**src/rtl/pdm_window_tx.sv**
```systemverilog
// Pulse-density transmitter: pops one high-count per WINDOW-cycle window from a small FIFO
// and spreads that many '1' cycles across the window with a first-order error accumulator.
module pdm_window_tx #(
  parameter int WINDOW     = 128,
  parameter int SAMPLE_W   = 16,
  parameter int FIFO_DEPTH = 4
) (
  input  logic                clk,
  input  logic                rst_n,
  input  logic                enable,
  input  logic [SAMPLE_W-1:0] s_data,
  input  logic                s_valid,
  output logic                s_ready,
  output logic                pdm_out,
  output logic                window_start,
  output logic                busy,
  output logic                underrun,
  output logic                clamped,
  output logic [15:0]         underrun_count
);

  localparam int PTR_W  = $clog2(FIFO_DEPTH);
  localparam int FILL_W = PTR_W + 1;
  localparam int CNT_W  = (WINDOW > 2) ? $clog2(WINDOW) : 1;
  localparam int S_W    = $clog2(WINDOW + 1);
  localparam int ACC_W  = $clog2(2 * WINDOW) + 1;

  typedef enum logic {IDLE, RUN} state_t;

  state_t             state, state_next;
  logic [CNT_W-1:0]   win_cnt, win_cnt_next;

  logic [SAMPLE_W-1:0] mem [FIFO_DEPTH];
  logic [PTR_W-1:0]    wr_ptr, rd_ptr;
  logic [FILL_W-1:0]   fill;
  logic                rdy_q;
  logic                fifo_empty;
  logic                push;
  logic                pop;

  logic                boundary;
  logic [SAMPLE_W-1:0] head_raw;
  logic                head_clip;
  logic [S_W-1:0]      samp;
  logic [S_W-1:0]      s_cur;
  logic [ACC_W-1:0]    acc_p1;
  logic [ACC_W-1:0]    a_p0;
  logic                bit_p0;

  function automatic logic [S_W-1:0] clamp_sample(input logic [SAMPLE_W-1:0] v);
    if (v > SAMPLE_W'(WINDOW)) return S_W'(WINDOW);
    return S_W'(v);
  endfunction

  function automatic logic [15:0] sat_inc16(input logic [15:0] v);
    if (v == 16'hFFFF) return v;
    return v + 16'd1;
  endfunction

  // s_ready is held low until the first clock after reset release
  assign fifo_empty = (fill == '0);
  assign s_ready    = rdy_q && (fill < FILL_W'(FIFO_DEPTH));
  assign push       = s_valid && s_ready;
  assign boundary   = (state == RUN) && (win_cnt == '0);
  assign pop        = boundary && !fifo_empty;
  assign busy       = (state == RUN);

  always_ff @(posedge clk) begin
    if (push) mem[wr_ptr] <= s_data;
  end

  always_ff @(posedge clk or negedge rst_n) begin
    if (!rst_n) begin
      wr_ptr <= '0;
      rd_ptr <= '0;
      fill   <= '0;
      rdy_q  <= 1'b0;
    end else begin
      rdy_q <= 1'b1;
      if (push) wr_ptr <= wr_ptr + PTR_W'(1);
      if (pop)  rd_ptr <= rd_ptr + PTR_W'(1);
      case ({push, pop})
        2'b10:   fill <= fill + FILL_W'(1);
        2'b01:   fill <= fill - FILL_W'(1);
        default: fill <= fill;
      endcase
    end
  end

  always_ff @(posedge clk or negedge rst_n) begin
    if (!rst_n) begin
      state   <= IDLE;
      win_cnt <= '0;
    end else begin
      state   <= state_next;
      win_cnt <= win_cnt_next;
    end
  end

  always_comb begin
    state_next   = state;
    win_cnt_next = win_cnt;
    case (state)
      IDLE: begin
        if (enable) begin
          state_next   = RUN;
          win_cnt_next = '0;
        end
      end
      RUN: begin
        if (win_cnt == CNT_W'(WINDOW - 1)) begin
          win_cnt_next = '0;
          if (!enable) state_next = IDLE;
        end else begin
          win_cnt_next = win_cnt + CNT_W'(1);
        end
      end
      default: state_next = IDLE;
    endcase
  end

  // p0: sample select and accumulate; the accumulator restarts at every boundary
  assign head_raw  = mem[rd_ptr];
  assign head_clip = (head_raw > SAMPLE_W'(WINDOW));

  always_comb begin
    s_cur = samp;
    if (boundary) s_cur = fifo_empty ? '0 : clamp_sample(head_raw);
  end

  assign a_p0   = ((win_cnt == '0) ? '0 : acc_p1) + ACC_W'(s_cur);
  assign bit_p0 = (a_p0 >= ACC_W'(WINDOW));

  // p1: registered stream, window markers and accumulator residue
  always_ff @(posedge clk or negedge rst_n) begin
    if (!rst_n) begin
      samp           <= '0;
      acc_p1         <= '0;
      pdm_out        <= 1'b0;
      window_start   <= 1'b0;
      underrun       <= 1'b0;
      clamped        <= 1'b0;
      underrun_count <= '0;
    end else begin
      window_start <= boundary;
      underrun     <= boundary && fifo_empty;
      clamped      <= pop && head_clip;
      if (boundary) samp <= s_cur;
      if (boundary && fifo_empty) underrun_count <= sat_inc16(underrun_count);
      if (state == RUN) begin
        pdm_out <= bit_p0;
        acc_p1  <= bit_p0 ? (a_p0 - ACC_W'(WINDOW)) : a_p0;
      end else begin
        pdm_out <= 1'b0;
      end
    end
  end

endmodule

```
**config.mk**
```make
export PLATFORM = sky130hd
export DESIGN_NAME = pdm_window_tx
export DESIGN_NICKNAME = d
export VERILOG_FILES = /design/src/rtl/pdm_window_tx.sv
export SDC_FILE = /design/constraint.sdc
export NUM_CORES = 1
export LEC_CHECK = 0
export ABC_AREA = 0
export BUFFER_PORTS_ARGS = -buffer_cell sky130_fd_sc_hd__buf_2
export CORE_ASPECT_RATIO = 0.6
export CORE_MARGIN = 2
export CORE_UTILIZATION = 59
export DETAILED_ROUTE_END_ITERATION = 8
export PLACE_DENSITY = 0.79
export SLEW_MARGIN = 20
export SYNTH_ARGS = -nofsm -noshare
export SYNTH_HDL_FRONTEND = slang
export SYNTH_SLANG_ARGS = --single-unit
```
**constraint.sdc**
```tcl
create_clock -name clk -period 4.35 [get_ports clk]
set_input_delay 0.435 -clock clk [delete_from_list [all_inputs] [get_ports clk]]
set_output_delay 0.435 -clock clk [all_outputs]
set_load 0.05 [all_outputs]
```
==> Word level (Yosys, flattened, before mapping) <==
Memories as Yosys holds them, arrays and structs flattened.
Index checks and enable logic that the tools add are counted.
{ "classes": {"addsub": 8, "order_cmp": 3, "eq_ne": 6, "muxes": 21, "n_bitwise": 1, "n_reduce_logical": 11} }
{ "ops": {"columns": ["cell", "count"], "rows": [
  ["$mux 8", 4],
  ["$mux 9", 2],
  ["$add 16x1->16 const B", 1],
  ["$eq 16x16->1 const B", 1],
  ["$gt 16x8->1 const B", 1],
  ["$mux 16", 1],
  ["$mux 7", 2],
  ["$pmux 7 s2", 1],
  ["$add 9x8->9", 1],
  ["$ge 9x8->1 const B", 1],
  ["$mux 1", 9],
  ["$sub 9x8->9 const B", 1],
  ["$add 7x1->7 const B", 1],
  ["$eq 7x7->1 const B", 1],
  ["$logic_not 7->1", 1],
  ["$logic_and 1x1->1", 6],
  ["$pmux 3 s2", 1],
  ["$add 2x1->2 const B", 2],
  ["$ne 2x2->1 const B", 2],
  ["$add 3x1->3 const B", 1],
  ["$logic_not 3->1", 1],
  ["$lt 3x3->1 const B", 1],
  ["$sub 3x1->3 const B", 1],
  ["$eq 2x1->1 const B", 1],
  ["other kinds (6)", 6]
]} }
{ "totals": {"regBits": 53, "ramBits": 64, "input_bits": 20, "output_inout_bits": 22, "n_memories": 1} }
{ "memory_table": {"columns": ["memory", "depth", "width", "rd", "rd_clocked_by_memory_dff", "write_ports", "line_no", "source"], "rows": [
  ["mem", 4, 16, 1, 0, 1, "33", "logic [SAMPLE_W-1:0] mem [FIFO_DEPTH];"]
]} }

==> Depth between registers and ports, before layout <==
Gate-level depths: netlist of the first run.
An unclocked memory read counts as a cell.
{ "depth": {"depth_word": 10, "mapped_depth": 22, "mapped_depth_nobuf": 21} }

==> Least setup slack after synthesis of the first run <==
OpenSTA, ideal clock, no wires.
{ "synth_path": {"path_kind": "flip-flop to flip-flop", "startpoint": "reg rd_ptr[0]", "endpoint": "reg acc_p1[7]", "arrival_ns": 3.666, "path_slack_ns": 0.544, "stages_incl_launch_ff": 18, "n_path_buf": 2, "synth_period_minus_slack_ns": 3.806, "cell_sequence": "dfrtp_1 > buf_6 > mux4_2 > nor4_1 > nand2_1 > a21oi_2 > and2_1 > buf_6 > a22o_2 > ha_1 > inv_1 > fa_1 > nor2b_1 > o31a_1 > xor2_1 > or4_1 > nor4_1 > o31ai_1"} }
{ "synth_between": {"elab_chain_cells": 10, "elab_cells_between_ends": 11} }
{ "synth_rtl": {"columns": ["item", "line_no", "source"], "rows": [
  ["start, declared", "34", "logic [PTR_W-1:0] wr_ptr, rd_ptr;"],
  ["start signal, assigned", "81", "if (pop) rd_ptr <= rd_ptr + PTR_W'(1);"],
  ["$mem_v2 4x16 (*)", null, null],
  ["$gt 16x8->1", "51", "if (v > SAMPLE_W'(WINDOW)) return S_W'(WINDOW);"],
  ["$mux 1", "51", null],
  ["$mux 1", "128", "if (boundary) s_cur = fifo_empty ? '0 : clamp_sample(head_raw);"],
  ["$mux 8 (*)", "52", "return S_W'(v);"],
  ["$mux 8 (*) (2 in a row)", "128", null],
  ["net s_cur[0]", "45", "logic [S_W-1:0] s_cur;"],
  ["$add 9x8->9 (*)", "131", "assign a_p0 = ((win_cnt == '0) ? '0 : acc_p1) + ACC_W'(s_cur);"],
  ["$sub 9x8->9 / $ge 9x8->1 (equally long branches)", "152, 132", null],
  ["$mux 9 (*)", "152", "acc_p1 <= bit_p0 ? (a_p0 - ACC_W'(WINDOW)) : a_p0;"],
  ["end signal, assigned", "152", null],
  ["end, declared", "46", "logic [ACC_W-1:0] acc_p1;"]
]} }
The timed path passes the listed nets; every way through them passes the cells marked *. The select of a mux whose other input is x is not followed.
A chain may end at the register's enable or synchronous reset.

==> Worst setup path after layout of the first run <==
{ "layout_path": {"startpoint": "reg rd_ptr[0]", "endpoint": "reg acc_p1[8]"} }
Same word-level chain as after synthesis.

==> flow_summary_export.csv, run 1 <==
group,metric,value,unit
detailed_routing,drt-vias-per-instance,5.77,
yosys,synth.top_cell.area_share,37.2,%
detailed_routing,drt-total-wl,10000,um
clock_network,cts_resized,0,
yosys,synth_area,5160,sq um
clock_network,worst_skew_pair.late_latency,0.41,ns
worst_setup_path,crit_fanout,6,
detailed_routing,postRouteAntennaNets,0,
cells_and_area,area_growth,20.2,%
clock_network,htreeDepth,4,
run,drv_cap,0,
timing,finalCriticalPeriod,4.13,ns
timing,fmax,0.242,GHz
placement,post-place-ws,0.253,ns
floorplanning,rows,26,
worst_setup_path,crit_path_start_kind,"register",
global_routing,track_usage,22.8,%
clock_network,clk_pin_slew_worst_paths,0.06,ns
detailed_routing,drc_errors,0,
yosys,synthCells,363,
timing,report.final.setup_viol,0,
clock_network,postCtsSetupBuffers,0,
detailed_routing,drt_iter0_drc,227,
yosys,async_reset_ff_share,45.3,%
cells_and_area,fillers,521,
detailed_routing,drt_first_pass_iters,4,
clock_network,cts_tree,"built",
floorplanning,coreArea,8490,sq um
outcome,status,"finished clean",
floorplanning,io_pins,42,
yosys,synth-edff-count,64,
timing,fin_setup_tns,0,ns
placement,port_buffers,41,
timing,hold_violations,0,
global_routing,grt_overflow,0,
yosys,ys_top_cells_by_area,"edfxtp_1 (37%), dfrtp_1 (26%), ha_1 (4.1%)",
global_routing,antenna_found_initial,0,
worst_setup_path,crit_family,"adder cells",
pwr,p_per_area,620,nW/um^2
yosys,ys_ff_latch,117,
yosys,synth_commonest_cells,"edfxtp_1 (64), dfrtp_1 (53), nand2_1 (30)",
yosys,ys_warn_count,0,
yosys,seq_area_frac_synth,62.9,%
yosys,postSynthAreaPerCell,14.2,sq um
detailed_routing,wire_per_inst,18.2,um
hold_path,hp-class,"in2async",
global_routing,grt_pass1_vias,3187,
worst_setup_path,critical_path.cell_chain,"buf_4, mux4_1, nor4_2, nand2_1, a21oi_2, and2_1, a22o_2, ha_1, inv_1, fa_1, nor2b_1, o2111ai_1, a31oi_2, xnor2_2, inv_1, ha_1, nand2b_1, o21ai_1",
global_routing,grt_first_pass_wirelength,16700,um
floorplanning,dieHeight,76.5,um
timing,min_period_over_period,94.9,%
yosys,synth_nets,402,
clock_network,cts_hold_buf,0,
global_routing,grt_max_degree,54,
placement,dp_hpwl,6550,um
worst_setup_path,slowest_stage,"mux4_1",
yosys,post-synth-top-count-cell,"edfxtp_1",
cells_and_area,fin_cells,549,
cells_and_area,final_net_count,463,
cells_and_area,drive_above_1_share,25.6,%
worst_setup_path,cp_data_required_time,4.68,ns
floorplanning,start_util,60.8,%
clock_network,cts_buffer_depth,2,
timing,finClkSkew,0.00814,ns
timing,tightestPinTransition,0.853,ns
yosys,ys_types,54,
placement,gp_congestion,0.830,
floorplanning,die_x,125,um
detailed_routing,routed-via-count,3169,
timing,max-slew-margin-rel,43.1,%
timing,final_max_slew_viol_count,0,
clock_network,cts-root-buf,"clkbuf_16",
pwr,power_leakage,2.64,nW
cells_and_area,diodes,0,
worst_setup_path,critical_path_arrival,4.46,ns
yosys,synth_top_area_cell,"edfxtp_1",
pwr,finalPower,3.85,mW
clock_network,cts.sinks,117,
yosys,yosys_most_used_dff,"edfxtp_1",
worst_setup_path,worst-setup-path-type,"reg2reg",
worst_setup_path,cpPeakStageDelay,0.66,ns
worst_setup_path,endpoint_kind,"register",
worst_setup_path,worst-path-buf-inv,3,
pwr,peakVddDrop,315,uV
floorplanning,die_area,9540,sq um
clock_network,cts_buffers,17,
timing,worst_slack,0.222,ns
placement,dp.cells,517,
layout make-up:
class,count,area [sq um],share of cell area (%)
clock inverters,13,206,3.33
well taps,112,140,2.26
clock buffers,19,433,6.98
flip-flops and latches,117,3250,52.3
inverters,17,63.8,1.03
multi-input cells,222,1850,29.8
repair buffers,49,265,4.27
worst paths after layout:
path | startpoint | end | cells after the start | slack (ns)
setup / recovery | rd_ptr[0] | acc_p1[8] | 18 | 0.22
hold / removal | rst_n | fill[2] | 2 | 0.16
setup reg to reg | rd_ptr[0] | acc_p1[8] | 18 | 0.22
hold reg to reg | samp[7] | samp[7] | 2 | 0.47
max in group asynchronous | rst_n | win_cnt[0] | 2 | 3.72
min in group clk | s_data[3] | mem[2][3] | 1 | 0.24
power by group:
part	leakage (nW)	switching (mW)	internal (mW)
sequential	1.27	0.122	1.34
clock	0.307	0.493	1.01
combinational	1.06	0.519	0.365
sequential cells by signal (all words and copies together), names as in the netlist, 2 cells and up:
| name | flops |
|---|---|
| acc_p1 | 9 |
| fill | 3 |
| win_cnt | 7 |
| underrun_count | 16 |
| rd_ptr | 2 |
| mem | 64 |
| samp | 8 |
| wr_ptr | 2 |
layer usage:
| metal | share of wire (%) | GRT usage (%) | wire length, um | up-vias |
|---|---|---|---|---|
| met2 | 45 | 32.1 | 4470 | 75 |
| met3 | 5.3 | 6.74 | 531 | 11 |
| met5 | 0 | 0 | 0 | - |
| met1 | 49 | 34.3 | 4900 | 1606 |
| met4 | 1.1 | 7.30 | 108 | 0 |
| li1 | - | - | - | 1477 |
metrics by stage:
stage	utilization (%)	hold WS [ns]	area, sq um
final	73.1	0.156	6210
after global routing	73.1	0.217	6210
after CTS	72.6	0.184	6160
after detailed placement	65.1	0.468	5530
after global placement	65.1	0.454	5530
after floorplan	-	0.139	5160
worst reg2reg max path: stages (launching register included):
cell and delay, ns:
dfrtp_1 0.34, buf_4 0.17, mux4_1 0.66, nor4_2 0.18, nand2_1 0.13, a21oi_2 0.17, and2_1 0.18, a22o_2 0.14
ha_1 0.18, inv_1 0.06, fa_1 0.39, nor2b_1 0.22, o2111ai_1 0.20, a31oi_2 0.22, xnor2_2 0.17, inv_1 0.07
ha_1 0.30, nand2b_1 0.15, o21ai_1 0.13
cells by family (layout without fill, tap and decap cells):
group / count (synthesis) / in the layout / share of synthesized area [%]
flip-flops: 117 / 117 / 62.9
AND/OR/NAND/NOR: 105 / 105 / 11.4
AO/OA/AOI/OAI: 50 / 50 / 7.49
XOR/XNOR: 30 / 30 / 5.09
buffers and inverters: 24 / 98 / 2.04
adder cells (fa/ha/maj): 19 / 19 / 4.90
multiplexers: 17 / 17 / 6.06
other: 1 / 1 / 0.0727
layout by cell type (no fill, tap or decap), types with 4 or more instances in the layout:
cell	count
xnor2_1	15
clkbuf_16	17
mux2_2	6
nand2b_1	5
nor2_1	10
a22o_2	8
buf_2	41
a22o_1	6
nor4_1	7
nand2_1	30
bufinv_16	5
xor2_1	13
buf_4	8
nand4_1	5
ha_1	17
mux4_2	4
o21ai_0	13
inv_1	17
nor2b_1	4
edfxtp_1	64
nand3_1	4
and3_1	10
dfrtp_1	53
mux4_1	5
and2_1	9
Note: power is estimated with default switching activity, not from simulation.
==> run 2, diff against run 1 <==
--- a/config.mk
+++ b/config.mk
@@ -7,11 +7,11 @@
 export LEC_CHECK = 0
 export ABC_AREA = 0
 export BUFFER_PORTS_ARGS = -buffer_cell sky130_fd_sc_hd__buf_2
-export CORE_ASPECT_RATIO = 0.6
 export CORE_MARGIN = 2
 export CORE_UTILIZATION = 59
 export DETAILED_ROUTE_END_ITERATION = 8
 export PLACE_DENSITY = 0.79
+export RECOVER_POWER = 100
 export SLEW_MARGIN = 20
 export SYNTH_ARGS = -nofsm -noshare
 export SYNTH_HDL_FRONTEND = slang
==> run 2 against run 1 <==
The run now ends with max-capacitance violations, max-slew violations left. Sequential cell count unchanged. Critical path depth down 6. Clock skew grew 0.0044 ns. Sequential power about the same. Utilization shrank 2.4 points. Fmax grew 1.5%. Sequential share of layout area is 1.2 points higher. Routed wire length shrank 5.2%. Final area shrank 2.1%. Worst hold slack improved by 0.0074 ns. Clock-buffer cell count shrank 2. Highest routed layer unchanged.
==> flow_summary_export.csv, run 2 (same netlist as run 1, synthesis figures left out) <==
group,metric,value,unit
clock_network,htreeDepth,4,
worst_setup_path,crit_fanout,4,
global_routing,grt_pass1_vias,3238,
timing,fmax,0.246,GHz
timing,tightestPinTransition,2.82,ns
worst_setup_path,cp_data_required_time,4.79,ns
worst_setup_path,cpPeakStageDelay,0.60,ns
detailed_routing,met2_wirelength,4750,um
timing,finClkSkew,0.0126,ns
floorplanning,dieHeight,97.5,um
floorplanning,rows,34,
pwr,power_leakage,2.49,nW
outcome,violations,"max-capacitance violations, max-slew violations",
timing,finalCriticalPeriod,4.07,ns
detailed_routing,drt-total-wl,9490,um
clock_network,worst_skew_pair.late_latency,0.52,ns
timing,fin_setup_tns,0,ns
floorplanning,coreArea,8590,sq um
floorplanning,die_area,9510,sq um
clock_network,cts_tree,"built",
detailed_routing,drt-vias-per-instance,5.75,
detailed_routing,drt_iter0_drc,145,
cells_and_area,drive_above_1_share,15.9,%
worst_setup_path,critical_path_arrival,4.51,ns
placement,dp_hpwl,6040,um
timing,hold_violations,0,
clock_network,cts-root-buf,"clkbuf_8",
detailed_routing,drt_first_pass_iters,4,
floorplanning,die_x,97.5,um
timing,rsz0062_at_grt,"false",
worst_setup_path,crit_path_start_kind,"register",
cells_and_area,largest-register,"mem",
worst_setup_path,worst-path-buf-inv,0,
worst_setup_path,r2r_slack,0.28,ns
cells_and_area,final_cell_mix,"edfxtp_1 (64), dfrtp_1 (52), clkbuf_1 (40)",
global_routing,grt_overflow,0,
pwr,peakVddDrop,568,uV
clock_network,cts_buffer_depth,2,
detailed_routing,topRoutingLayerUsed,"met4",
cells_and_area,top_regs,"mem: 64 flops, underrun_count: 16 flops, acc_p1: 9 flops",
clock_network,cts_buffers,17,
placement,port_buffers,41,
pwr,p_per_area,612,nW/um^2
global_routing,grt_max_degree,54,
global_routing,track_usage,21.4,%
cells_and_area,mostFrequentLayoutCell,"edfxtp_1",
cells_and_area,fin_cells,548,
placement,gp_congestion,0.785,
pwr,finalPower,3.72,mW
outcome,status,"finished, violations left",
detailed_routing,postRouteAntennaNets,0,
detailed_routing,wire_per_inst,17.3,um
clock_network,cts.sinks,117,
cells_and_area,final_net_count,466,
detailed_routing,wl_met3,331,um
global_routing,grt_first_pass_wirelength,15600,um
timing,min_period_over_period,93.5,%
clock_network,cts_hold_buf,0,
global_routing,antenna_found_initial,0,
worst_setup_path,slowest_stage,"or4_1",
timing,final_max_slew_viol_count,54,
worst_setup_path,crit_family,"simple AND/OR/NAND/NOR gates",
cells_and_area,diodes,0,
cells_and_area,postLayoutCoreUtil,70.7,%
run,drv_cap,1,
timing,report.final.setup_viol,0,
cells_and_area,area_growth,17.7,%
detailed_routing,met1_length,4170,um
detailed_routing,routed-via-count,3150,
detailed_routing,drc_errors,0,
worst_setup_path,worst-setup-path-type,"reg2reg",
worst_setup_path,critical_path.cell_chain,"nor4_1, nand2_1, mux4_1, nor3_1, a22o_1, ha_1, a211oi_2, o21bai_1, xor2_1, or4_1, o31a_1, o21ai_1",
placement,dp.cells,513,
timing,max-slew-margin-rel,-88.2,%
worst_setup_path,endpoint_kind,"register",
floorplanning,io_pins,42,
clock_network,clk_pin_slew_worst_paths,0.06,ns
hold_path,hp-class,"in2reg",
floorplanning,start_util,60.1,%
cells_and_area,largest_reg_flops,64,
==> run 2: final cells by class <==
class                   instances  area [sq um]
flip-flops and latches        117          3250
repair buffers                 52           230
multi-input cells             222          1800
well taps                     108           135
clock inverters                15           181
inverters                      17          63.8
fillers                       603          2520
clock buffers                  17           414
==> run 2: worst reg2reg max path, stage by stage, from the launching register on <==
cell and delay, ns:
edfxtp_1 0.36, nor4_1 0.40, nand2_1 0.11, mux4_1 0.57
nor3_1 0.45, a22o_1 0.24, ha_1 0.24, a211oi_2 0.27
o21bai_1 0.17, xor2_1 0.18, or4_1 0.60, o31a_1 0.27
o21ai_1 0.13
==> run 2: metrics by stage <==
step	setup WS, ns	hold WS (ns)	cell area [sq um]
5_1_grt	0.00757	0.177	6070
6_report	0.283	0.164	6070
4_1_cts	0.0744	0.0503	6120
2_1_floorplan	0.544	0.139	5160
3_5_place_dp	0.121	0.475	5520
3_3_place_gp	0.293	0.454	5520
==> run 2: worst paths after layout <==
path,depth (start not counted),start,to
max,12,mem[0][11],acc_p1[8]
max in group asynchronous,2,rst_n,rd_ptr[0]
max reg2reg,12,mem[0][11],acc_p1[8]
min reg2reg,2,samp[7],samp[7]
min in group asynchronous,2,rst_n,underrun_count[9]
min,1,s_data[6],mem[0][6]
==> run 2: metal layers <==
| metal | vias to the layer above | GRT usage (%) |
|---|---|---|
| met5 | - | 0 |
| met4 | 0 | 9.40 |
| met3 | 23 | 5.76 |
| met2 | 84 | 34.7 |
| met1 | 1565 | 27.2 |
| li1 | 1478 | - |
==> run 2: what timing repair did <==
action,4_1_cts,5_1_grt
endpoints found under the setup margin,0,3
setup buffers,0,3
endpoints found under the hold margin,0,0
gates resized for setup,0,5
==> run 2: report_power, final <==
group          internal, mW  total, mW  switching [mW]
Combinational         0.361      0.848           0.487
Sequential             1.34       1.47           0.128
Clock                 0.842       1.40           0.561
